### config.mk
export PLATFORM = sky130hd
export DESIGN_NAME = mem_arbiter
export DESIGN_NICKNAME = d
export VERILOG_FILES = /design/src/rtl/arb_pkg.sv /design/src/rtl/mem_req_mux.sv /design/src/rtl/mem_arbiter.sv
export SDC_FILE = /design/constraint.sdc
export NUM_CORES = 1
export LEC_CHECK = 0
export BUFFER_PORTS_ARGS = -buffer_cell sky130_fd_sc_hd__buf_2
export CAP_MARGIN = 20
export CELL_PAD_IN_SITES_DETAIL_PLACEMENT = 0
export CELL_PAD_IN_SITES_GLOBAL_PLACEMENT = 2
export CORE_ASPECT_RATIO = 1.75
export CORE_MARGIN = 8
export CORE_UTILIZATION = 13
export DETAILED_ROUTE_END_ITERATION = 8
export PLACE_DENSITY_LB_ADDON = 0.1
export SETUP_SLACK_MARGIN = 0.2
export SYNTH_ARGS = -nofsm -noshare
export SYNTH_HDL_FRONTEND = slang
export SYNTH_SLANG_ARGS = --single-unit
### constraint.sdc
create_clock -name clk -period 2.4 [get_ports clk]
set_input_delay 0.48 -clock clk [delete_from_list [all_inputs] [get_ports clk]]
set_output_delay 0.48 -clock clk [all_outputs]
set_load 0.01 [all_outputs]
### src/rtl/arb_pkg.sv
// rtl/arb_pkg.sv - shared types for the IFU/LSU memory port arbiter
package arb_pkg;

    typedef enum logic [1:0] {
        ST_IDLE,
        ST_HOLD,
        ST_WAIT
    } state_e;

    typedef enum logic {
        OWN_IFU = 1'b0,
        OWN_LSU = 1'b1
    } owner_e;

    typedef struct packed {
        logic [31:0] addr;
        logic        wen;
        logic [31:0] wdata;
        logic [3:0]  wmask;
    } mem_req_t;

endpackage

### src/rtl/mem_req_mux.sv
// rtl/mem_req_mux.sv - selects the slave request fields from IFU or LSU
// IFU fetches are reads, so its write fields are forced to zero.
module mem_req_mux
    import arb_pkg::*;
(
    input  owner_e      sel,
    input  logic [31:0] ifu_addr,
    input  logic [31:0] lsu_addr,
    input  logic        lsu_wen,
    input  logic [31:0] lsu_wdata,
    input  logic [3:0]  lsu_wmask,
    output mem_req_t    req
);

    always_comb begin
        req.addr  = ifu_addr;
        req.wen   = 1'b0;
        req.wdata = '0;
        req.wmask = '0;
        if (sel == OWN_LSU) begin
            req.addr  = lsu_addr;
            req.wen   = lsu_wen;
            req.wdata = lsu_wdata;
            req.wmask = lsu_wmask;
        end
    end

endmodule

### src/rtl/mem_arbiter.sv
// rtl/mem_arbiter.sv - round-robin IFU/LSU arbiter for one memory slave
// Grant locks until the slave accepts; a watchdog answers hung responses.
module mem_arbiter
    import arb_pkg::*;
#(
    parameter int TIMEOUT = 255
) (
    input  logic        clk,
    input  logic        rst,
    input  logic        ifu_req_valid,
    output logic        ifu_req_ready,
    input  logic [31:0] ifu_addr,
    output logic        ifu_resp_valid,
    output logic [31:0] ifu_rdata,
    output logic        ifu_resp_err,
    input  logic        lsu_req_valid,
    output logic        lsu_req_ready,
    input  logic [31:0] lsu_addr,
    input  logic        lsu_wen,
    input  logic [31:0] lsu_wdata,
    input  logic [3:0]  lsu_wmask,
    output logic        lsu_resp_valid,
    output logic [31:0] lsu_rdata,
    output logic        lsu_resp_err,
    output logic        s_req_valid,
    input  logic        s_req_ready,
    output logic [31:0] s_addr,
    output logic        s_wen,
    output logic [31:0] s_wdata,
    output logic [3:0]  s_wmask,
    input  logic        s_resp_valid,
    input  logic [31:0] s_rdata
);

    // A zero TIMEOUT still needs a one-bit counter to keep the types legal.
    localparam int CW = (TIMEOUT > 0) ? $clog2(TIMEOUT + 1) : 1;
    localparam logic [CW-1:0] CNT_LIMIT = CW'(TIMEOUT);
    localparam logic [CW-1:0] CNT_MAX   = '1;

    state_e        state, state_n;
    owner_e        owner, owner_n;
    owner_e        last_grant, last_n;
    owner_e        winner, sel;
    logic [CW-1:0] cnt, cnt_n;
    logic          req_valid;
    logic          resp_fire;
    logic          resp_err;
    logic [31:0]   resp_data;
    mem_req_t      req;

    always_ff @(posedge clk or posedge rst) begin
        if (rst) begin
            state      <= ST_IDLE;
            owner      <= OWN_IFU;
            last_grant <= OWN_LSU;
            cnt        <= '0;
        end else begin
            state      <= state_n;
            owner      <= owner_n;
            last_grant <= last_n;
            cnt        <= cnt_n;
        end
    end

    // On a tie the master that did not win last time gets the port.
    always_comb begin
        winner = OWN_IFU;
        if (ifu_req_valid && lsu_req_valid) begin
            winner = (last_grant == OWN_IFU) ? OWN_LSU : OWN_IFU;
        end else if (lsu_req_valid) begin
            winner = OWN_LSU;
        end
    end

    assign sel = (state == ST_IDLE) ? winner : owner;

    always_comb begin
        state_n   = state;
        owner_n   = owner;
        last_n    = last_grant;
        cnt_n     = cnt;
        req_valid = 1'b0;
        resp_fire = 1'b0;
        resp_err  = 1'b0;
        resp_data = '0;
        case (state)
            ST_IDLE: begin
                req_valid = ifu_req_valid || lsu_req_valid;
                if (req_valid) begin
                    owner_n = winner;
                    if (s_req_ready) begin
                        last_n  = winner;
                        cnt_n   = '0;
                        state_n = ST_WAIT;
                    end else begin
                        state_n = ST_HOLD;
                    end
                end
            end
            ST_HOLD: begin
                req_valid = 1'b1;
                if (s_req_ready) begin
                    last_n  = owner;
                    cnt_n   = '0;
                    state_n = ST_WAIT;
                end
            end
            ST_WAIT: begin
                // A real response beats the watchdog when both land together.
                if (s_resp_valid) begin
                    resp_fire = 1'b1;
                    resp_data = s_rdata;
                    state_n   = ST_IDLE;
                end else if ((TIMEOUT != 0) && (cnt == CNT_LIMIT)) begin
                    resp_fire = 1'b1;
                    resp_err  = 1'b1;
                    state_n   = ST_IDLE;
                end else if (cnt != CNT_MAX) begin
                    cnt_n = cnt + 1'b1;
                end
            end
            default: begin
                state_n = ST_IDLE;
            end
        endcase
    end

    mem_req_mux u_mem_req_mux (
        .sel       (sel),
        .ifu_addr  (ifu_addr),
        .lsu_addr  (lsu_addr),
        .lsu_wen   (lsu_wen),
        .lsu_wdata (lsu_wdata),
        .lsu_wmask (lsu_wmask),
        .req       (req)
    );

    assign s_req_valid   = !rst && req_valid;
    assign ifu_req_ready = !rst && req_valid && s_req_ready && (sel == OWN_IFU);
    assign lsu_req_ready = !rst && req_valid && s_req_ready && (sel == OWN_LSU);
    assign s_addr        = rst ? '0 : req.addr;
    assign s_wen         = !rst && req.wen;
    assign s_wdata       = rst ? '0 : req.wdata;
    assign s_wmask       = rst ? '0 : req.wmask;

    assign ifu_resp_valid = !rst && resp_fire && (owner == OWN_IFU);
    assign lsu_resp_valid = !rst && resp_fire && (owner == OWN_LSU);
    assign ifu_resp_err   = ifu_resp_valid && resp_err;
    assign lsu_resp_err   = lsu_resp_valid && resp_err;
    assign ifu_rdata      = ifu_resp_valid ? resp_data : '0;
    assign lsu_rdata      = lsu_resp_valid ? resp_data : '0;

endmodule
==> results of run 1 <==
==> cells by family after synthesis <==
family | count (synthesis) | share of synthesized area [%]
buf+inv | 28 | 7.69
mux | 35 | 18.0
fa+ha+maj | 1 | 0.641
flops | 12 | 15.4
simple gates | 171 | 51.5
compound gates | 17 | 6.73
==> power breakdown <==
part / internal, mW / switching [mW]
registers: 0.241 / 0.0435
clock network: 0.223 / 0.0855
logic: 1.03 / 0.701
==> flip-flops by register name, indices dropped and copies added (netlist names) <==
name	flops
cnt	8
state	2
last_grant	1
owner	1
==> layout make-up <==
cell class,instances,area (um^2),share of cell area (%)
Timing Repair Buffer,333,2570,52.2
Multi-Input combinational cell,224,1720,35.0
Sequential cell,12,305,6.21
Tap cell,183,229,4.66
Clock buffer,4,78.8,1.60
Inverter,3,11.3,0.229
Antenna cell,1,2.50,0.0509
==> per-layer routing <==
layer | vias up | global-route usage, % | routed length, um
met1 | 1461 | 12.1 | 4650
li1 | 1549 | - | -
met4 | 0 | 2.52 | 184
met3 | 13 | 3.98 | 1420
met5 | - | 0 | 0
met2 | 196 | 22.6 | 7600
==> worst min path at each step <==
stage                           startpoint                      to  slack [ns]  cells after the start
detailed placement  last_grant$_DFFE_PP1P_  last_grant$_DFFE_PP1P_        0.47                      2
global route                   s_req_ready    state[0]$_DFFE_PP0P_        0.42                      2
floorplan           last_grant$_DFFE_PP1P_  last_grant$_DFFE_PP1P_        0.44                      2
finish                         s_req_ready    state[0]$_DFFE_PP0P_        0.41                      2
global placement    last_grant$_DFFE_PP1P_  last_grant$_DFFE_PP1P_        0.46                      2
CTS                            s_req_ready    state[0]$_DFFE_PP0P_        0.41                      2
==> synthesized netlist by cell type (all sizes together) <==
master and n:
dfrtp 11, buf 13, and3 70, inv 3, and2 40, a21oi 5, clkbuf 12, dfstp 1
or3b 2, nand2b 2, mux2i 34, o21ai 4, a22o 2, o21a 1, nand3 2, nor2 38
nor3 6, nand2 4, nor4 1, mux2 1, nor4b 1, nor2b 1, a21boi 1, a211o 2
nor3b 1, ha 1, o21ba 1, a221o 1, and4 2, nand4 1
==> through the flow <==
stage / hold slack, ns / setup TNS, ns
2_1_floorplan: 0.445 / 0
3_3_place_gp: 0.464 / 0
3_5_place_dp: 0.468 / 0
4_1_cts: 0.413 / -0.309
5_1_grt: 0.418 / -6.93
6_report: 0.407 / -1.85
==> what timing repair did <==
item | CTS | global route
gates cloned | 9 | 7
endpoints found under the setup margin | 138 | 138
pin swaps | 29 | 22
hold buffers | 0 | 0
buffers inserted | 18 | 10
gates resized for setup | 103 | 56
==> worst reg2reg max path: cells and delay by family, from the launching register on <==
kind / cells / cell delay [ns]
adders and majority gates: 1 / 0.19
buffers and inverters: 2 / 0.27
and+or+nand+nor: 2 / 0.36
AOI/OAI and AO/OA: 2 / 0.59
DFF: 1 / 0.39
==> impl_metrics.json, run 1 <==
{
  "status": "finished, violations left",
  "violations": "negative setup slack",
  "gr-total-overflow": 0,
  "core-area_mm2": 0.0148,
  "total_power_mw": 2.33,
  "fillers": 1592,
  "drt_iter0_drc": 82,
  "drv_slew": 0,
  "cts.sinks": 12,
  "post-place-ws_ns": 0.200,
  "synth_seq_cells": 12,
  "cp-startpoint": "cnt[1]$_DFFE_PP0P_",
  "slew_headroom_pct": 65.0,
  "finClkSkew_ns": 0.00125,
  "ys_seq_area_share_pct": 15.4,
  "crit_end": "ifu_rdata[31]",
  "endpoint_kind": "primary output",
  "setup_viol": 49,
  "r2r-end": "cnt[7]$_DFFE_PP0P_",
  "die_h_um": 178,
  "vias": 3219,
  "grt_max_degree": 65,
  "crit_slowest_cell": "dfrtp_1",
  "crit_arrival_ns": 2.00,
  "avgSynthCellArea_um2": 7.40,
  "grt_pass1_wl_um": 18500,
  "netlist_instances": 264,
  "io_buffers": 278,
  "cts-root-buf": "clkbuf_16",
  "drc": 0,
  "htree_levels": 1,
  "rsz0062_at_grt": "true",
  "post-route-period-util_pct": 103,
  "detail-route-antenna-nets": 0,
  "ys_top_cells_by_area": "and3_1, mux2i_1, dfrtp_1, and2_1, nor2_1",
  "drive_gt1_share_pct": 70.7,
  "cp_max_fo": 8,
  "placed_area_mm2": 0.00359,
  "drt-pass1-iter-count": 4,
  "initial_core_util_pct": 13.2,
  "reg2reg_from": "cnt[1]$_DFFE_PP0P_",
  "power.density_mw_per_mm2": 473,
  "min_path_type": "input port to flop",
  "num_rows": 59,
  "irDropWorstVdd_v": 0.000203,
  "hold_viol_final": 0,
  "post_drt_wl_per_cell_um": 18.2,
  "critPathTopFamily": "simple AND/OR/NAND/NOR gates",
  "die_area_mm2": 0.0194,
  "path_cells": "ha_2, and3_4, a21oi_4, nor4_4, buf_4, buf_6, and3_4, buf_6",
  "fin_ws_ns": -0.0839,
  "areaGrowthSynthToFinish_pct": 152,
  "track_usage_pct": 11.9,
  "design_area_mm2": 0.00491,
  "cp_num_buf_inv": 3,
  "viasPerCell": 4.24,
  "wirelength_um": 13800,
  "clk_pin_slew_worst_paths_ns": 0.04,
  "synthesis.area_mm2": 0.00195,
  "cp.depth": 8,
  "grt_pass1_vias": 3373,
  "fin_cells": 760,
  "dp.cells": 711,
  "mostFrequentLayoutCells": "buf_2, buf_6, and3_1",
  "post-dp-hpwl_um": 10000,
  "final_util_pct": 33.3,
  "ff2ff_path_depth": 7,
  "cp.required_ns": 1.92,
  "antenna_found_initial": 0,
  "r2r_setup_slack_ns": 0.49,
  "ys_warn_count": 0,
  "pin_count": 279,
  "start_kind": "flop",
  "leakage_nw": 2.91,
  "yosysTopAreaCell": "and3_1",
  "insertion_delay_ns": 0.24,
  "die_x_um": 109,
  "tritoncts": "yes",
  "final_common_cell": "buf_2",
  "critical_path_class": "flop to primary output",
  "synth_cell_types": 39,
  "numCtsBuffers": 3,
  "routabilityCongestion": 0.707,
  "fmax_mhz": 403,
  "maxCapViolations": 0,
  "tightestPinTransition_ns": 0.524,
  "period_needed_ns": 2.48,
  "synth_top_area_share_pct": 22.4,
  "cpPeakStageDelay_ns": 0.36,
  "layout.nets": 717,
  "syn_nets": 404,
  "clk_path_buf_depth": 2
}
Note: power is estimated with default switching activity, not from simulation.
==> inputs of run 2 (changes only) <==
--- a/config.mk
+++ b/config.mk
@@ -14,2 +14,3 @@
 export CORE_UTILIZATION = 13
+export CTS_BUF_LIST = sky130_fd_sc_hd__clkbuf_16
 export DETAILED_ROUTE_END_ITERATION = 8
==> constraint.sdc (replaced) <==
create_clock -name clk -period 2.4 [get_ports clk]
set_input_delay 0.12 -clock clk [delete_from_list [all_inputs] [get_ports clk]]
set_output_delay 0.12 -clock clk [all_outputs]
set_load 0.01 [all_outputs]
==> run 2 against run 1 <==
The flow now finishes without violations. Global-route usage down 1.3 points. Critical endpoint is now lsu_rdata[5]. Clock skew up 0.0032 ns. Critical path depth unchanged. Sequential cell count unchanged. Sequential share of layout area up 1.9 points. Via count down 9.9%. Count of clock-buffer cells in the layout down 1.
==> impl_metrics.json, run 2 (same netlist as run 1, synthesis figures left out) <==
{
  "critical_path_class": "flop to primary output",
  "post-dp-hpwl_um": 10000,
  "regArea_um2": 302,
  "fillers": 1688,
  "tightestPinTransition_ns": 0.487,
  "grt_pass1_wl_um": 16300,
  "setup_tns_ns": 0,
  "io_buffers": 278,
  "period_needed_ns": 2.12,
  "die_area_mm2": 0.0194,
  "cpPeakStageDelay_ns": 0.38,
  "final_common_cell": "buf_2",
  "antenna_cells": 0,
  "num_rows": 59,
  "r2r_setup_slack_ns": 0.59,
  "fmax_mhz": 473,
  "drv_slew": 0,
  "reg.largest.list": "cnt x8, state x2",
  "maxCapViolations": 0,
  "min-delay-start": "s_req_ready",
  "htree_levels": 1,
  "ff2ff_path_depth": 6,
  "wirelength_um": 11800,
  "numCtsBuffers": 3,
  "fin_ws_ns": 0.285,
  "rsz0062_at_grt": "false",
  "post-route-period-util_pct": 88.1,
  "irDropWorstVdd_v": 0.000222,
  "drive_gt1_share_pct": 58.0,
  "setup_viol": 0,
  "areaGrowthSynthToFinish_pct": 90.2,
  "start_kind": "flop",
  "min_path_type": "input port to flop",
  "routabilityCongestion": 0.714,
  "largest_reg_flops": 8,
  "track_usage_pct": 10.6,
  "slew_headroom_pct": 67.5,
  "gr-total-overflow": 0,
  "multi_input_area_mm2": 0.00153,
  "path_cells": "ha_2, and3_4, a21oi_4, nor4b_4, buf_4, clkbuf_16, and3_1, buf_2",
  "die_h_um": 178,
  "tritoncts": "yes",
  "viasPerCell": 4.03,
  "hold-path-cell-count": 2,
  "leakage_nw": 2.51,
  "antenna_found_initial": 0,
  "detail-route-antenna-nets": 0,
  "hold_viol_final": 0,
  "cp_max_fo": 17,
  "crit_arrival_ns": 2.00,
  "pin_count": 279,
  "mostFrequentLayoutCells": "buf_2, and3_1, and2_1",
  "post-place-ws_ns": 0.487,
  "cts.sinks": 12,
  "drt-pass1-iter-count": 4,
  "r2r-end": "cnt[6]$_DFFE_PP0P_",
  "insertion_delay_ns": 0.24,
  "endpoint_kind": "primary output",
  "reg2reg_from": "cnt[1]$_DFFE_PP0P_",
  "clk_pin_slew_worst_paths_ns": 0.04,
  "die_x_um": 109,
  "drc": 0,
  "cts_hold_buf": 0,
  "cp.required_ns": 2.28,
  "power.density_mw_per_mm2": 434,
  "initial_core_util_pct": 13.2,
  "status": "complete, no violations",
  "grt_pass1_vias": 2955,
  "core-area_mm2": 0.0148,
  "cp-startpoint": "cnt[1]$_DFFE_PP0P_",
  "regMostFlops": "cnt",
  "cts-root-buf": "clkbuf_16",
  "layout.nets": 677,
  "hold_end": "state[0]$_DFFE_PP0P_",
  "finClkSkew_ns": 0.00444,
  "crit_slowest_cell": "dfrtp_1",
  "clk_path_buf_depth": 2,
  "drt_iter0_drc": 122,
  "grt_max_degree": 65,
  "post_drt_wl_per_cell_um": 16.4,
  "vias": 2900
}
-- run 2: cell count changes in the layout (fill, tap and decap cells not counted), sizes merged --
cell and change:
clkbuf -4, diode -1, buf -37, clkinv +1
-- run 2: timing repair --
item                                    4_1_cts  5_1_grt
setup buffers                                 0        7
resized for setup                             0        6
endpoints found under the setup margin        0      127
-- run 2: power breakdown --
group | internal, mW | switching, mW
logic | 0.497 | 0.518
clock network | 0.219 | 0.0872
registers | 0.240 | 0.0501
total | 0.957 | 0.655
-- run 2: how the worst max path moves through the flow --
stage / end / cells after the start
after global routing: lsu_rdata[0] / 8
after global placement: s_addr[10] / 6
after floorplan: lsu_rdata[22] / 7
after detailed placement: s_addr[10] / 6
after CTS: s_addr[10] / 6
final: lsu_rdata[5] / 8
-- run 2: critical path, delay by kind of cell, from the launching register on --
kind                     cells  cell delay, ns
AND/OR/NAND/NOR              3            0.62
buffers and inverters        3            0.48
flip-flops                   1            0.38
adder cells (fa/ha/maj)      1            0.20
AO/OA/AOI/OAI                1            0.08
-- run 2: final cells by class --
cell class              instances  share of cell area [%]
well taps                     183                    6.16
repair buffers                293                    42.1
clock inverters                 1                   0.101
multi-input cells             224                    41.2
flip-flops and latches         12                    8.12
inverters                       3                   0.303
clock buffers                   3                    2.02
-- run 2: metal layers --
metal  share of wire (%)  vias to the layer above  wire (um)  global-route usage, %
met5                   0                        -          0                      0
met4                 1.2                        0        142                   2.47
met3                  12                        6       1430                   3.91
met2                  52                      188       6140                   19.8
met1                  34                     1245       4050                   10.7
li1                    -                     1461          -                      -
-- run 2: per-stage QoR --
step	power [mW]	hold slack, ns	instance area [um^2]	util (%)	cells
3_3_place_gp	1.29	0.291	3540	24.0	707
5_1_grt	1.73	0.0657	3710	25.2	719
2_1_floorplan	0.867	0.191	1950	-	264
6_report	1.61	0.0523	3710	25.2	719
3_5_place_dp	1.28	0.307	3540	24.0	707
4_1_cts	1.59	0.0529	3620	24.5	711
